==> src/rtl/imm_pkg.sv <==
// Shared definitions for the immediate/target sequencer: format codes, FSM
// states, SPARC field positions and the format decoder.
package imm_pkg;

  localparam int OP_HI  = 31;
  localparam int OP2_HI = 24;
  localparam int I_BIT  = 13;

  typedef enum logic [2:0] {
    FMT_SIMM13 = 3'd0,
    FMT_DISP22 = 3'd1,
    FMT_DISP30 = 3'd2,
    FMT_SETHI  = 3'd3,
    FMT_NONE   = 3'd4
  } fmt_e;

  typedef enum logic [1:0] {
    IDLE = 2'd0,
    EXT  = 2'd1,
    CALC = 2'd2,
    HOLD = 2'd3
  } state_e;

  function automatic fmt_e decode_fmt(input logic [31:0] instr);
    logic [1:0] op;
    logic [2:0] op2;
    logic       ibit;
    fmt_e       f;
    op   = instr[OP_HI -: 2];
    op2  = instr[OP2_HI -: 3];
    ibit = instr[I_BIT];
    f    = FMT_NONE;
    if (op == 2'b01)
      f = FMT_DISP30;
    else if (op == 2'b00 && op2 == 3'b010)
      f = FMT_DISP22;
    else if (op == 2'b00 && op2 == 3'b100)
      f = FMT_SETHI;
    else if (op[1] && ibit)
      f = FMT_SIMM13;
    return f;
  endfunction

endpackage

==> src/rtl/imm_ext_unit.sv <==
// Combinational width-selectable extender: picks the immediate field named
// by the format code and sign- or zero-fills it to the datapath width.
module imm_ext_unit
  import imm_pkg::*;
#(
  parameter int DW = 32
) (
  input  logic [31:0]   instr,
  input  logic [2:0]    fmt,
  output logic [DW-1:0] imm_ext
);

  // The op field only matters to the decoder, never to the extension itself.
  logic unused_op;
  assign unused_op = ^instr[31:30];

  always_comb begin
    imm_ext = '0;
    unique case (fmt)
      FMT_SIMM13: imm_ext = {{(DW-13){instr[12]}}, instr[12:0]};
      FMT_DISP22: imm_ext = {{(DW-22){instr[21]}}, instr[21:0]};
      FMT_DISP30: imm_ext = {{(DW-30){instr[29]}}, instr[29:0]};
      FMT_SETHI:  imm_ext = {instr[21:0], {(DW-22){1'b0}}};
      default:    imm_ext = '0;
    endcase
  end

endmodule

==> src/rtl/imm_target_seq.sv <==
// Four-state sequencer: accept instr/pc, extend the immediate, form the
// PC-relative target, then hold the result until the consumer takes it.
module imm_target_seq
  import imm_pkg::*;
#(
  parameter int DW = 32
) (
  input  logic          clk,
  input  logic          reset_n,
  input  logic          in_valid,
  output logic          in_ready,
  input  logic [31:0]   instr,
  input  logic [DW-1:0] pc,
  output logic          out_valid,
  input  logic          out_ready,
  output logic [2:0]    fmt,
  output logic [DW-1:0] imm_ext,
  output logic [DW-1:0] target
);

  state_e        state, state_next;
  logic          accept;
  logic [31:0]   instr_p0;
  logic [DW-1:0] pc_p0;
  fmt_e          fmt_p0;
  logic [DW-1:0] ext_val;
  logic [DW-1:0] imm_p1;
  logic [DW-1:0] target_p2;

  // Word-aligned displacement: the offset is scaled by 4 in signed arithmetic
  // and the sum wraps modulo 2^DW.
  function automatic logic [DW-1:0] calc_target(input logic [DW-1:0] base,
                                                input logic [DW-1:0] imm,
                                                input fmt_e          f);
    logic signed [DW-1:0] off;
    logic        [DW-1:0] sum;
    off = $signed(imm) <<< 2;
    sum = base + $unsigned(off);
    if (f == FMT_DISP22 || f == FMT_DISP30)
      return sum;
    return base;
  endfunction

  assign accept = in_valid && (state == IDLE);

  always_ff @(posedge clk) begin
    if (!reset_n)
      state <= IDLE;
    else
      state <= state_next;
  end

  always_comb begin
    state_next = state;
    unique case (state)
      IDLE:    if (in_valid) state_next = EXT;
      EXT:     state_next = CALC;
      CALC:    state_next = HOLD;
      HOLD:    if (out_ready) state_next = IDLE;
      default: state_next = IDLE;
    endcase
  end

  always_comb begin
    in_ready  = (state == IDLE);
    out_valid = (state == HOLD);
  end

  // Stage p0: capture the accepted instruction and its address.
  always_ff @(posedge clk) begin
    if (accept) begin
      instr_p0 <= instr;
      pc_p0    <= pc;
    end
  end

  imm_ext_unit #(.DW(DW)) u_ext (
    .instr   (instr_p0),
    .fmt     (fmt_p0),
    .imm_ext (ext_val)
  );

  // Stages p1/p2: extended immediate in EXT, target in CALC; both cleared on
  // reset so a discarded instruction leaves no trace on the outputs.
  always_ff @(posedge clk) begin
    if (!reset_n) begin
      fmt_p0    <= FMT_NONE;
      imm_p1    <= '0;
      target_p2 <= '0;
    end else begin
      if (accept)
        fmt_p0 <= decode_fmt(instr);
      if (state == EXT)
        imm_p1 <= ext_val;
      if (state == CALC)
        target_p2 <= calc_target(pc_p0, imm_p1, fmt_p0);
    end
  end

  assign fmt     = fmt_p0;
  assign imm_ext = imm_p1;
  assign target  = target_p2;

endmodule

==> config.mk <==
export PLATFORM = sky130hd
export DESIGN_NAME = imm_target_seq
export DESIGN_NICKNAME = d
export VERILOG_FILES = /design/src/rtl/imm_pkg.sv /design/src/rtl/imm_ext_unit.sv /design/src/rtl/imm_target_seq.sv
export SDC_FILE = /design/constraint.sdc
export NUM_CORES = 1
export LEC_CHECK = 0
export CAP_MARGIN = 40
export CORE_MARGIN = 2
export CORE_UTILIZATION = 50
export CTS_CLUSTER_SIZE = 28
export DETAILED_ROUTE_END_ITERATION = 16
export GPL_ROUTABILITY_DRIVEN = 0
export PLACE_DENSITY = 0.76
export SETUP_SLACK_MARGIN = 0.2
export SYNTH_ARGS = -nofsm -noshare
export SYNTH_HDL_FRONTEND = slang
export SYNTH_SLANG_ARGS = --single-unit
==> constraint.sdc <==
create_clock -name clk -period 3.3 [get_ports clk]
set_input_delay 0.33 -clock clk [delete_from_list [all_inputs] [get_ports clk]]
set_output_delay 0.33 -clock clk [all_outputs]
set_load 0.005 [all_outputs]
==> run_results.csv <==
group,metric,value,unit
status,status,"finished clean",
cells_and_area,n_antenna_cell,0,
logic_synthesis,synth_flop_cell,"dfxtp_1",
logic_synthesis,synth_xor_area_frac,0.02770,
timing,tightest_slew,723.0,ps
timing,whs,464.1,ps
clock_tree,clockBufferDepth,2,
floorplan,io_pins,137,
logic_synthesis,synth_area,0.006910,mm²
clock_tree,cts_resized,0,
pwr,max-vdd-ir-drop,325.4,µV
timing,rsz0062_at_grt,"no",
clock_tree,clock-root-buffer,"clkbuf_16",
critical_path,startpoint_type,"flop",
logic_synthesis,synthMuxAreaShare,0.02861,
cells_and_area,drive_gt1_frac,0.08824,
placement,port_buffers,136,
clock_tree,hold_buffers,0,
grt,antenna_found_initial,0,
floorplan,fp-row-count,42,
route,drt-initial-drc-count,474,
clock_tree,numClockSinks,131,
grt,grtUsageMet3,0.05524,
timing,report.final.slew_viol_count,0,
timing,fin_skew,6.856,ps
pwr,power_density,705.5,mW/mm²
grt,grtUsageTotal,0.2541,
cells_and_area,final_nets,905,
critical_path,crit_path_end,"target[28]",
grt,grt_pass1_vias,5669,
route,routed_via_density,5.930,
logic_synthesis,synth_cells,683,
clock_tree,clk_latency,420,ps
clock_tree,cts_made_buffers,17,
route,drt_first_pass_iters,5,
timing,fmax,352.4,MHz
route,drt-total-wl,18.35,mm
clock_tree,post_cts.repair.setup_buffers,0,
timing,setup_viol,0,
worst_hold_path,min_path_type,"input port to flop",
logic_synthesis,async_flop_share,0,
timing,fin_crit,2838,ps
pwr,p_leak,3.377,nW
critical_path,endpoint_kind,"flop",
critical_path,r2r_cells,10,
logic_synthesis,yosys_warnings,0,
timing,finalHoldViolations,0,
cells_and_area,most-common-layout-cells,"clkdlybuf4s50_1, dfxtp_1, a21oi_1",
route,detail-route-antenna-nets,0,
cells_and_area,area_delta_synth_final,30.15,%
logic_synthesis,ys_seq_area_frac,0.4693,
grt,busiest_layer,"met2",
critical_path,r2r-end,"target[28]",
clock_tree,cts_tree,"done",
flow_run,max_cap_viol_count,0,
critical_path,r2r_setup_slack,460,ps
grt,grt-ovfl-total,0,
logic_synthesis,ys_ff_latch,131,
logic_synthesis,synth_edf_count,62,
clock_tree,clkTransAtPathRegs,60,ps
logic_synthesis,yosys.area_share.simple,0.1474,
worst_hold_path,hold_depth,1,
route,wl_per_cell,18.49,µm
timing,relSlewSlack,0.5143,
critical_path,cp_data_arrival_time,3190,ps
logic_synthesis,synth_cell_types,72,
critical_path,crit_path_start,"pc_p0[2]",
grt,grt_max_degree,43,
cells_and_area,final_common_cell,"clkdlybuf4s50_1",
route,drc_errors,0,
cells_and_area,post-route-util,0.6738,
route,route.vias.total,5883,
floorplan,die_height,121.6,µm
placement,dpl.hpwl,13.69,mm
floorplan,die-area,0.01478,mm²
clock_tree,cts_max_level,4,
logic_synthesis,synth_fa_ha_area_frac,0.06265,
grt,met1_usage,0.3322,
grt,grt_pass1_wl,28.85,mm
floorplan,core_area,0.01335,mm²
logic_synthesis,synth_area_per_cell,10.12,µm²
critical_path,reg2reg_from,"pc_p0[2]",
logic_synthesis,synth_top_family_by_area,"compound AO/OA/AOI/OAI gates",
timing,setup_tns,0,ps
grt,grtUsageMet2,0.4164,
timing,fin_crit_sh,0.8600,
logic_synthesis,synth_compound_area_frac,0.2281,
floorplan,die-width,121.6,µm
critical_path,crit_required,3650,ps
critical_path,crit_type,"flop to flop",
critical_path,cp_max_fo,6,
floorplan,start_util,0.5177,
logic_synthesis,synth_nets,785,
cells by family after synthesis:
| family | count (synthesis) |
|---|---|
| and+or+nand+nor | 195 |
| muxes | 19 |
| DFF | 131 |
| xor gates and xnor gates | 21 |
| adders and majority gates | 34 |
| AOI/OAI and AO/OA | 221 |
| buffers and inverters | 62 |
routing by layer:
| layer | share of wire | wire, µm | up-vias |
|---|---|---|---|
| met1 | 0.43 | 7851 | 2826 |
| li1 | - | - | 2796 |
| met4 | 0.024 | 442 | 0 |
| met5 | 0 | 0 | - |
| met2 | 0.48 | 8878 | 223 |
| met3 | 0.064 | 1173 | 38 |
sequential cells by signal, summed over array words and instances (netlist names):
signal    count
target       32
imm_ext      32
state         2
fmt           3
pc_p0        32
instr_p0     30
through the flow:
step | power [mW] | cell area, µm² | setup slack, ps | cells
floorplan | 3.647 | 6910 | 686.0 | 683
global placement | 4.434 | 8379 | 631.2 | 958
detailed placement | 4.543 | 8422 | 516.6 | 960
CTS | 6.365 | 8994 | 494.3 | 992
global route | 6.676 | 8994 | 238.3 | 992
finish | 6.345 | 8994 | 462.1 | 992
layout make-up:
cell class,instances,area (µm²)
sequential,131,3243
inverter,16,60.06
multi-input combinational,490,3420
clock buffer,22,464.2
clock inverter,10,107.6
tap,176,220.2
fill,1067,4354
timing repair buffer,147,1479
synthesized netlist by cell type (5+ instances only):
cell type,number,area share
a2111oi_0,6,0.0076
nand3_1,17,0.012
xor2_1,5,0.0063
nor3_1,10,0.0072
a211oi_1,9,0.0098
nand2b_1,6,0.0054
a21o_1,16,0.017
clkbuf_1,38,0.021
a21boi_0,5,0.0054
nand4_1,12,0.011
o211a_1,12,0.017
o21bai_1,5,0.0054
ha_1,33,0.060
o211ai_1,16,0.017
xnor2_1,15,0.019
o21ai_0,22,0.016
nand2_1,47,0.026
a22oi_1,10,0.011
buf_2,5,0.0036
mux2_2,6,0.0098
mux2i_1,13,0.019
nor2b_1,43,0.039
nor2_1,34,0.018
a31oi_1,10,0.0091
edfxtp_1,62,0.27
dfxtp_1,69,0.20
o21a_1,7,0.0076
a21oi_1,65,0.047
inv_1,16,0.0087
worst max-delay path: stages, from the launching register on:
cell      delay, ps
edfxtp_1        380
ha_1            230
fa_1            410
a21oi_1         260
o21ai_1         120
a21oi_2         270
o221ai_4        200
a41oi_4         310
o21bai_1        100
a211o_1         310
a41oi_2         170
where the power goes:
group | internal, mW | switching [mW]
sequential | 2.16 | 0.282
clock | 1.14 | 0.671
combinational | 0.980 | 1.11
worst min path at each step:
stage | slack, ps | to | startpoint
after detailed placement | 470 | target[19] | target[19]
after floorplan | 430 | instr_p0[0] | instr[0]
after CTS | 450 | instr_p0[27] | instr[27]
after global placement | 460 | target[9] | target[9]
final | 460 | instr_p0[5] | instr[5]
after global routing | 450 | instr_p0[29] | instr[29]
No activity file was read; power rests on OpenSTA's default activity.
